`src/rtl/bpred_update_ctrl.sv`:
```
// Branch-predictor update controller: tracks in-flight branches in a FIFO and
// keeps the speculative and committed global histories. It also produces the
// registered counter-table update and mispredict pulses.
module bpred_update_ctrl #(
  parameter int BPRED_WIDTH = 8,
  parameter int DEPTH       = 4
) (
  input  logic                           i_Clk,
  input  logic                           i_Reset,
  input  logic                           i_Fetch_Valid,
  input  logic [31:0]                    i_Fetch_PC,
  input  logic                           i_Prediction,
  output logic [BPRED_WIDTH-1:0]         o_Lookup_Index,
  output logic                           o_Fetch_Ready,
  input  logic                           i_Resolve_Valid,
  input  logic                           i_ALU_Branch_Outcome,
  input  logic                           i_Flush,
  output logic                           o_Update_Enable,
  output logic [BPRED_WIDTH-1:0]         o_Update_Index,
  output logic                           o_Update_Outcome,
  output logic                           o_Mispredict,
  output logic [$clog2(DEPTH+1)-1:0]     o_Count,
  output logic [BPRED_WIDTH-1:0]         o_GHR
);

  localparam int CNT_W = $clog2(DEPTH + 1);
  localparam int PTR_W = (DEPTH > 1) ? $clog2(DEPTH) : 1;
  localparam logic [CNT_W-1:0] DEPTH_C = CNT_W'(DEPTH);
  localparam logic [PTR_W-1:0] LAST_C  = PTR_W'(DEPTH - 1);

  logic [BPRED_WIDTH-1:0] ghr_spec, ghr_cmt, ghr_cmt_nxt;
  logic [PTR_W-1:0]       rd_ptr, wr_ptr;
  logic [CNT_W-1:0]       count;
  logic [BPRED_WIDTH-1:0] fifo_idx  [DEPTH];
  logic                   fifo_pred [DEPTH];

  logic                   pop, accept, mispred, discard;
  logic [BPRED_WIDTH-1:0] head_idx;
  logic                   head_pred;

  logic                   vld_p1;
  logic [BPRED_WIDTH-1:0] upd_idx_p1;
  logic                   upd_out_p1;
  logic                   mis_p1;

  function automatic logic [PTR_W-1:0] ptr_inc(input logic [PTR_W-1:0] p);
    return (p == LAST_C) ? '0 : p + PTR_W'(1);
  endfunction

  function automatic logic [BPRED_WIDTH-1:0] ghr_shift(
    input logic [BPRED_WIDTH-1:0] g, input logic b);
    return {g[BPRED_WIDTH-2:0], b};
  endfunction

  // Fetch/resolve decode, evaluated against the current-cycle occupancy
  always_comb begin
    o_Lookup_Index = i_Fetch_PC[BPRED_WIDTH+1:2] ^ ghr_spec;
    o_Fetch_Ready  = (count < DEPTH_C);
    head_idx       = fifo_idx[rd_ptr];
    head_pred      = fifo_pred[rd_ptr];
    pop            = i_Resolve_Valid && (count != '0);
    mispred        = pop && (head_pred != i_ALU_Branch_Outcome);
    ghr_cmt_nxt    = pop ? ghr_shift(ghr_cmt, i_ALU_Branch_Outcome) : ghr_cmt;
    discard        = i_Flush || mispred;
    accept         = i_Fetch_Valid && o_Fetch_Ready && !discard;
  end

  // Queue control and history registers
  always_ff @(posedge i_Clk) begin
    if (i_Reset) begin
      ghr_spec <= '0;
      ghr_cmt  <= '0;
      rd_ptr   <= '0;
      wr_ptr   <= '0;
      count    <= '0;
    end else begin
      ghr_cmt <= ghr_cmt_nxt;
      if (discard) begin
        // Squash everything younger; speculation restarts from the committed history
        rd_ptr   <= wr_ptr;
        count    <= '0;
        ghr_spec <= ghr_cmt_nxt;
      end else begin
        if (pop)
          rd_ptr <= ptr_inc(rd_ptr);
        if (accept) begin
          wr_ptr   <= ptr_inc(wr_ptr);
          ghr_spec <= ghr_shift(ghr_spec, i_Prediction);
        end
        if (accept && !pop)
          count <= count + CNT_W'(1);
        else if (pop && !accept)
          count <= count - CNT_W'(1);
      end
    end
  end

  always_ff @(posedge i_Clk) begin
    if (accept) begin
      fifo_idx[wr_ptr]  <= o_Lookup_Index;
      fifo_pred[wr_ptr] <= i_Prediction;
    end
  end

  // Stage p1: registered update pulse; index/outcome held until the next pop
  always_ff @(posedge i_Clk) begin
    if (i_Reset) begin
      vld_p1     <= 1'b0;
      mis_p1     <= 1'b0;
      upd_idx_p1 <= '0;
      upd_out_p1 <= 1'b0;
    end else begin
      vld_p1 <= pop;
      mis_p1 <= mispred;
      if (pop) begin
        upd_idx_p1 <= head_idx;
        upd_out_p1 <= i_ALU_Branch_Outcome;
      end
    end
  end

  assign o_Update_Enable  = vld_p1;
  assign o_Update_Index   = upd_idx_p1;
  assign o_Update_Outcome = upd_out_p1;
  assign o_Mispredict     = mis_p1;
  assign o_Count          = count;
  assign o_GHR            = ghr_spec;

endmodule
```
`config.mk`:
```
export PLATFORM = sky130hd
export DESIGN_NAME = bpred_update_ctrl
export DESIGN_NICKNAME = d
export VERILOG_FILES = /design/src/rtl/bpred_update_ctrl.sv
export SDC_FILE = /design/constraint.sdc
export NUM_CORES = 1
export LEC_CHECK = 0
export CAP_MARGIN = 40
export CORE_ASPECT_RATIO = 0.75
export CORE_MARGIN = 2
export CORE_UTILIZATION = 49
export DETAILED_ROUTE_END_ITERATION = 10
export GPL_ROUTABILITY_DRIVEN = 0
export PLACE_DENSITY = 0.83
export SYNTH_ARGS = -nofsm -noshare
export SYNTH_HDL_FRONTEND = slang
export SYNTH_SLANG_ARGS = --single-unit
export TNS_END_PERCENT = 20
```
`constraint.sdc`:
```
create_clock -name i_Clk -period 3 [get_ports i_Clk]
set_clock_uncertainty 0.1 [all_clocks]
set_input_delay 0.3 -clock i_Clk [delete_from_list [all_inputs] [get_ports i_Clk]]
set_output_delay 0.3 -clock i_Clk [all_outputs]
set_load 0.1 [all_outputs]
```
==> reports/metrics.yaml <==
critical_path:
  crit_path_start_kind: "register"
  end_kind: "register"
  worst-path-stages: 8
  cp_slowest_cell: "mux4_2"
  arrival_ps: 2830
  rr_worst_depth: 8
  cp_cell_sequence: "mux4_2 -> xnor2_2 -> o211a_4 -> ha_1 -> inv_1 -> fa_1 -> mux2_2 -> and3_1"
  slowest_delay_ps: 560
  cp_top_family: "multiplexers"
  crit_fanout: 7
  critPathRequiredTime_ps: 3140
  crit_type: "reg2reg"
  crit_buf_inv: 1
synth:
  ys_types: 35
  yosysTopAreaCellShare_pct: 35.84
  ys_ff_latch: 72
  synth_area_leaders: "edfxtp_1, dfxtp_1, mux4_2, nand2_1, a21oi_1"
  async_reset_ff_share_pct: 0
  synth_top_cells_by_count: "nand2_1, dfxtp_1, edfxtp_1, a21oi_1, xor2_1"
  synth_edf_count: 36
  ys.flop_type: "edfxtp_1"
  avgSynthCellArea_um2: 12.62
  yosysSeqAreaShare_pct: 59.73
  syn_nets: 285
  syn_inst: 239
  yosys_warnings: 0
  yosysMostFrequentCell: "nand2_1"
  yosys.area.top_type: "edfxtp_1"
  netlist_area_um2: 3017
cts:
  ctsHoldBuffers: 0
  clkLatencyLatePin_ps: 340
  cts_tree: "done"
  post-cts-setup-buffers: 0
  clock-sinks: 72
  cts-root-buf: "clkbuf_8"
  cts_made_buffers: 9
  clockBufferDepth: 2
  cts_resized: 0
  clk_pin_slew_ps: 80
  cts_max_level: 3
grt:
  grt_pass1_vias: 1959
  antenna_found_initial: 0
  grt_usage_pct: 19.92
  grt_max_degree: 25
  grt_remaining_overflow: 0
  grt_pass1_wl_mm: 9.991
power_and_ir_drop:
  leakage_nw: 1.379
  p_total_mw: 2.490
  p_per_area_nw_per_um2: 671.6
  peakVddDrop_v: 0.0003665
route:
  wl_mm: 6.097
  first_pass_iters: 4
  wire_per_inst_um: 16.35
  vias: 1987
  viasPerCell: 5.327
  postRouteAntennaNets: 0
  remaining_drc_errors: 0
  drt_iter0_drc: 128
sta:
  timing.final.hold_violations: 0
  worst_slack_ps: 308.9
  relSlewSlack_pct: 56.40
  setup_viol: 0
  finalCriticalPeriod_ps: 2691
  fin_crit_sh_pct: 89.70
  tightest_slew_ps: 653.1
  max_freq_mhz: 371.6
  drv_slew: 0
  rsz0062_at_grt: "false"
worst_hold_path:
  hold_depth: 2
  min_from: "ghr_cmt[7]$_SDFF_PP0_"
  hold_class: "reg2reg"
floorplan:
  initial_core_util_pct: 51.25
  die-area_um2: 6806
  coreArea_um2: 5886
  die_w_um: 94.60
  rows: 24
  ios: 70
  die_h_um: 71.95
cells_and_area:
  area_growth_pct: 22.90
  multi_input_area_um2: 1141
  drive_gt1_share_pct: 26.10
  fin_area_um2: 3707
  fillers: 456
  antennaDiodeCount: 0
  seq_area_um2: 1804
  finalNetCount: 336
place:
  dp_hpwl_mm: 4.227
  placed_area_um2: 3495
  pre_cts_slack_ps: 302.4
  io_buffers: 45
run_status:
  status: "completed"
flow_run:
  max_cap_viol_count: 0
worst register-to-register path, stage by stage, from the launching register on:
cell and delay [ps]:
dfxtp_1 360, mux4_2 560, xnor2_2 170, o211a_4 270, ha_1 230, inv_1 80
fa_1 400, mux2_2 260, and3_1 170
through the flow:
step | util [%] | instances | hold slack [ps] | TNS, ps
finish | 62.99 | 373 | 358.2 | 0
global route | 62.99 | 373 | 382.9 | 0
CTS | 62.99 | 373 | 362.3 | 0
detailed placement | 59.38 | 357 | 348.8 | 0
global placement | 59.38 | 357 | 340.4 | 0
floorplan | - | 239 | 298.9 | -4232
path summary, 6_finish.rpt:
path                                  end  slack, ps
setup / recovery  o_Count[1]$_SDFFE_PP0P_        310
setup reg to reg  o_Count[1]$_SDFFE_PP0P_        310
hold reg to reg     ghr_cmt[7]$_SDFF_PP0_        360
hold / removal      ghr_cmt[7]$_SDFF_PP0_        360
area by class of cell:
class,count,area share (%)
Clock buffer,11,3.544
Multi-Input combinational cell,148,30.78
Timing Repair Buffer,52,11.47
Tap cell,78,2.632
Inverter,7,0.7087
Clock inverter,5,2.194
Sequential cell,72,48.67
state kept, by name, summed over array words and instances, names as in the netlist, named ones only:
register,count
rd_ptr,2
fifo_idx,32
o_Count,3
wr_ptr,2
o_Update_Enable,1
o_Update_Outcome,1
o_Update_Index,8
ghr_cmt,8
o_GHR,8
o_Mispredict,1
fifo_pred,4
placed cells by master, fill, tap and decap left out, drive strengths merged, types with 4 or more instances in the layout:
cell,instances
a21oi,21
and2,4
buf,38
clkbuf,11
clkdlybuf4s50,14
dfxtp,36
edfxtp,36
ha,6
inv,6
mux2,9
mux2i,9
mux4,9
nand2,40
nand2b,5
nor2,6
o211ai,6
xor2,10
power by group:
group	internal (mW)	leakage, nW	switching (mW)
Sequential	1.08	0.620	0.0374
Combinational	0.153	0.655	0.394
Clock	0.470	0.104	0.351
Total	1.71	1.38	0.783
cell families after synthesis:
group / after synthesis / synth area share, %
AO/OA/AOI/OAI: 35 / 7.466
XOR/XNOR: 13 / 4.023
adder cells (fa/ha/maj): 7 / 3.152
buffers and inverters: 19 / 2.945
flip-flops: 72 / 59.73
multiplexers: 27 / 13.07
AND/OR/NAND/NOR: 66 / 9.622
metal layers:
metal / vias up / track usage (%) / share of wire, %
met4: 0 / 8.213 / 2.4
met5: - / 0 / 0
met1: 950 / 25.88 / 44
met2: 76 / 31.76 / 47
li1: 949 / - / -
met3: 12 / 5.815 / 6.5
(Power assumes the default switching activity.)
